$ cat src/rtl/rr_mux_arbiter_pkg.sv
// Shared definitions for the two-requester round-robin mux arbiter:
// state encoding and default parameter values.
package rr_mux_arbiter_pkg;

  localparam int DEF_WIDTH    = 8;
  localparam int DEF_HOLD_MAX = 4;

  typedef enum logic [1:0] {
    ST_IDLE = 2'd0,
    ST_G0   = 2'd1,
    ST_G1   = 2'd2
  } arb_state_e;

  // Grant state belonging to a requester index (0 -> G0, 1 -> G1).
  function automatic arb_state_e grant_state(input logic idx);
    return idx ? ST_G1 : ST_G0;
  endfunction

endpackage

$ cat src/rtl/rr_mux_arbiter_mux.sv
// WIDTH-bit combinational 2:1 mux for the shared datapath (sel: 0 = i0, 1 = i1).
module mux2_w #(
  parameter int WIDTH = 8
) (
  input  logic [WIDTH-1:0] i0,
  input  logic [WIDTH-1:0] i1,
  input  logic             sel,
  output logic [WIDTH-1:0] y
);

  assign y = sel ? i1 : i0;

endmodule

$ cat src/rtl/rr_mux_arbiter.sv
// Two-requester round-robin arbiter owning the select of a shared 2:1 mux;
// registers the selected data onto y with a valid flag.
module rr_mux_arbiter
  import rr_mux_arbiter_pkg::*;
#(
  parameter int WIDTH    = DEF_WIDTH,
  parameter int HOLD_MAX = DEF_HOLD_MAX
) (
  input  logic             clk,
  input  logic             rst,
  input  logic             req0,
  input  logic             req1,
  input  logic [WIDTH-1:0] i0,
  input  logic [WIDTH-1:0] i1,
  output logic             gnt0,
  output logic             gnt1,
  output logic             sel,
  output logic [WIDTH-1:0] y,
  output logic             y_valid
);

  // Handshake: a requester holds req high until it sees its gnt; while gnt is
  // high its data on i0/i1 is captured into y every cycle, including the
  // cycle in which it drops req. Requests are never latched.

  localparam int              CNT_W   = (HOLD_MAX > 1) ? $clog2(HOLD_MAX) : 1;
  localparam logic [CNT_W-1:0] CNT_LIM = CNT_W'(HOLD_MAX - 1);
  localparam logic [CNT_W-1:0] CNT_ONE = CNT_W'(1);

  arb_state_e       state, state_nx;
  logic [CNT_W-1:0] hold_cnt, hold_nx;
  logic             last, last_nx;
  logic             sel_nx;
  logic             hold_at_lim;
  logic [WIDTH-1:0] mux_y;

  assign hold_at_lim = (hold_cnt == CNT_LIM);

  always_ff @(posedge clk or posedge rst) begin
    if (rst) begin
      state    <= ST_IDLE;
      hold_cnt <= '0;
      last     <= 1'b1;
      sel      <= 1'b0;
    end else begin
      state    <= state_nx;
      hold_cnt <= hold_nx;
      last     <= last_nx;
      sel      <= sel_nx;
    end
  end

  // Release is checked before preemption, so a drop on the limit cycle still
  // hands over in a single step.
  always_comb begin
    state_nx = state;
    unique case (state)
      ST_IDLE: begin
        if (req0 && req1)  state_nx = grant_state(~last);
        else if (req0)     state_nx = ST_G0;
        else if (req1)     state_nx = ST_G1;
      end
      ST_G0: begin
        if (!req0)                     state_nx = req1 ? ST_G1 : ST_IDLE;
        else if (req1 && hold_at_lim)  state_nx = ST_G1;
      end
      ST_G1: begin
        if (!req1)                     state_nx = req0 ? ST_G0 : ST_IDLE;
        else if (req0 && hold_at_lim)  state_nx = ST_G0;
      end
      default: state_nx = ST_IDLE;
    endcase
  end

  always_comb begin
    hold_nx = hold_cnt;
    last_nx = last;
    sel_nx  = sel;
    if (state_nx != state)
      hold_nx = '0;
    else if (state != ST_IDLE && !hold_at_lim)
      hold_nx = hold_cnt + CNT_ONE;
    // sel and last only move on grant; IDLE keeps the shared path steady.
    case (state_nx)
      ST_G0: begin
        last_nx = 1'b0;
        sel_nx  = 1'b0;
      end
      ST_G1: begin
        last_nx = 1'b1;
        sel_nx  = 1'b1;
      end
      default: ;
    endcase
  end

  assign gnt0 = (state == ST_G0);
  assign gnt1 = (state == ST_G1);

  mux2_w #(.WIDTH(WIDTH)) u_mux (
    .i0  (i0),
    .i1  (i1),
    .sel (sel),
    .y   (mux_y)
  );

  always_ff @(posedge clk or posedge rst) begin
    if (rst) begin
      y       <= '0;
      y_valid <= 1'b0;
    end else if (state != ST_IDLE) begin
      y       <= mux_y;
      y_valid <= 1'b1;
    end else begin
      y_valid <= 1'b0;
    end
  end

endmodule
$ cat config.mk
export PLATFORM = sky130hd
export DESIGN_NAME = rr_mux_arbiter
export DESIGN_NICKNAME = d
export VERILOG_FILES = /design/src/rtl/rr_mux_arbiter_pkg.sv /design/src/rtl/rr_mux_arbiter_mux.sv /design/src/rtl/rr_mux_arbiter.sv
export SDC_FILE = /design/constraint.sdc
export NUM_CORES = 1
export LEC_CHECK = 0
export ABC_AREA = 1
export ABC_CLOCK_PERIOD_IN_PS = 3450
export BUFFER_PORTS_ARGS = -buffer_cell sky130_fd_sc_hd__buf_2
export CAP_MARGIN = 20
export CORE_UTILIZATION = 50
export DETAILED_ROUTE_END_ITERATION = 6
export GPL_TIMING_DRIVEN = 0
export PLACE_DENSITY = 0.78
export SLEW_MARGIN = 20
export SYNTH_ARGS = -nofsm -noshare
export SYNTH_HDL_FRONTEND = slang
export SYNTH_SLANG_ARGS = --single-unit
$ cat constraint.sdc
create_clock -name clk -period 3.45 [get_ports clk]
set_input_delay 0.1725 -clock clk [delete_from_list [all_inputs] [get_ports clk]]
set_output_delay 0.1725 -clock clk [all_outputs]
set_load 0.02 [all_outputs]
==> reports/metrics.cfg <==
[run_status]
outcome = complete, no violations

[placed_design]
routabilityCongestion = 0.809
hpwl_microns = 1360
portBuffers = 31

[cts]
cts_buffer_depth = 2
clkLatencyLatePin_ns = 0.27
path_clk_slew_ns = 0.09
cts_made_buffers = 3
ctsHtreeMaxLevel = 1
cts_setup_buffers = 0
cts_tree = yes
clock-sinks = 15
cts-root-buf = clkbuf_4

[setup_path]
crit_path_end_kind = flop
crit_type = reg -> reg
slowest_stage = dfrtp_1
arrival_ns = 1.82
cpPeakStageDelay_ns = 0.40
cp_num_cells = 9
cpMostUsedCell = nand2_1
start_kind = flop
reg2reg_from = hold_cnt[0]
reg2reg_depth = 9
r2r_end = sel
crit_path_cell_trace = ha_1 > nand2_1 > nand3_1 > nand2_1 > nand3_1 > ha_1 > inv_1 > nand2_1 > nand2_1
cp_num_buf_inv = 1
critPathRequiredTime_ns = 3.62
reg2reg_slack_ns = 1.81
cp_max_fo = 3
cp_top_family = adder cells

[route]
drt-total-wl_microns = 1730
drtIter0Drc = 17
wl_per_cell_microns = 10.9
post_drt_via_cell_ratio = 5.02
vias = 798
final_antenna_net_count = 0
drc = 0
first_pass_iters = 4

[synth]
netlist_area_sq_um = 831
synth.area.mux_share_pct = 0
yosys.area_share.simple_pct = 29.1
synth_warnings = 0
syn_area_per_cell_sq_um = 7.76
ys_ff_latch = 15
ys_seq_area_share_pct = 45.3
synth.distinct_cells = 19
synth_compound_area_share_pct = 10.2
synthAdderAreaFrac_pct = 3.01
synth_top_family_by_area = simple AND/OR/NAND/NOR gates
syn-instance-count = 107
synth_xor_area_share_pct = 1.05
syn-num-nets = 129

[die]
coreArea_sq_um = 1520
die_area_sq_um = 1830
num_rows = 14
initial_core_util_pct = 54.5
ios = 32
die_y_microns = 42.8
dieWidth_microns = 42.8

[min_path]
min_path_cells = 3
hp-start = i0[5]
hold_path_end = y[5]
min_path_type = in -> reg

[final_layout]
area_growth_pct = 25.5
layout-drive-gt1-share_pct = 32.9
utilization_pct = 68.4
nNetsFinal = 166
most-common-layout-cells = buf_2 (34), nand2_1 (30), inv_1 (17)
n_antenna_cell = 0
final_common_cell = buf_2

[power]
p_int_w = 0.000502
clock_power_share_pct = 10.6
power_leakage_nw = 0.595
power_density_nw_per_um2 = 904
power_frac_seq_pct = 33.2
peakVddDrop_uv = 504
p_sw_share_pct = 46.7
switchingPower_w = 0.000440
totalPowerFinal_w = 0.000942
combPwrFrac_pct = 56.2

[sta]
fin_crit_ns = 1.64
maxSlewHeadroom_pct = 62.7
finalSetupViolations = 0
tns_ns = 0
worst_pin_slew_ns = 0.559
report.final.slew_viol_count = 0
holdWs_ns = 0.184
fmax_mhz = 608
fin_worst_skew_ns = 0.000905
period_share_pct = 47.7
final_hold_viol_count = 0
rsz0062_at_grt = false

[flow_run]
drv_cap = 0

[global_routing]
grt_pass1_wl_microns = 2970
grt_util_all_layers_pct = 21.1
grt_overflow = 0
grt_max_degree = 16
antenna_found_initial = 0
grt_pass1_vias = 744

[sequential cells by signal, summed over array words and instances, names as in the netlist]
| name | cells |
|---|---|
| hold_cnt | 2 |
| last | 1 |
| sel | 1 |
| state | 2 |
| y | 8 |
| y_valid | 1 |
[synthesized netlist by cell type]
cell	n	area share, %
buf_2	3	1.8
buf_6	1	1.4
dfrtp_1	14	42
dfstp_2	1	3.2
ha_1	2	3.0
inv_1	17	7.7
inv_2	1	0.45
nand2_1	30	14
nand2_2	2	1.5
nand3_1	5	3.0
nand3_2	3	3.6
nand3_4	1	2.1
nand4_1	2	1.5
nor2_1	5	2.3
nor2_2	1	0.75
o21ai_0	15	9.0
o21ai_1	2	1.2
or2_1	1	0.75
xor2_1	1	1.1
[tightest hold or removal path, stage by stage]
cell	delay (ns)
buf_2	0.07
o21ai_0	0.06
o21ai_1	0.11
[power groups by stage]
stage                     Sequential [W]  Clock [W]  Combinational (W)
after floorplan                 0.000384          0           0.000314
after global placement          0.000312          0           0.000516
after detailed placement        0.000316          0           0.000534
after CTS                       0.000314   0.000101           0.000537
after global routing            0.000322   0.000112           0.000593
final                           0.000313  0.0000995           0.000530
[cells by family after synthesis]
logic type | Yosys count
AO/OA/AOI/OAI | 17
buffers and inverters | 22
flip-flops | 15
XOR/XNOR | 1
AND/OR/NAND/NOR | 50
adder cells (fa/ha/maj) | 2
[final cells by class]
type	count	area (sq um)
Tap cell	16	20.0
Inverter	18	67.6
Buffer	4	26.3
Sequential cell	15	377
Fill cell	143	482
Timing Repair Buffer	32	165
Clock buffer	4	26.3
Multi-Input combinational cell	70	360
[layer usage]
metal  wire length [microns]  GRT usage [%]
met5                       0              0
met4                       0           5.63
met3                      54           2.55
met2                     945           38.2
met1                     730           26.2
[worst max-delay path by stage]
stage,start,end,slack [ns]
2_1_floorplan,hold_cnt[0],sel,1.96
3_3_place_gp,hold_cnt[0],sel,1.87
3_5_place_dp,hold_cnt[0],sel,1.84
4_1_cts,hold_cnt[0],sel,1.80
5_1_grt,hold_cnt[0],sel,1.68
6_report,hold_cnt[0],sel,1.81
[through the flow]
step           instance area, sq um  setup slack, ns  std cells
2_1_floorplan                   831             1.96        107
3_3_place_gp                   1010             1.87        154
3_5_place_dp                   1010             1.84        154
4_1_cts                        1040             1.80        159
5_1_grt                        1040             1.68        159
6_report                       1040             1.81        159
[timing repair]
| item | CTS | global route |
|---|---|---|
| hold endpoints to repair | 14 | 0 |
| setup endpoints to repair | 0 | 0 |
| resized for setup | 0 | 0 |
| hold buffers | 1 | 0 |
(Power assumes the default switching activity.)
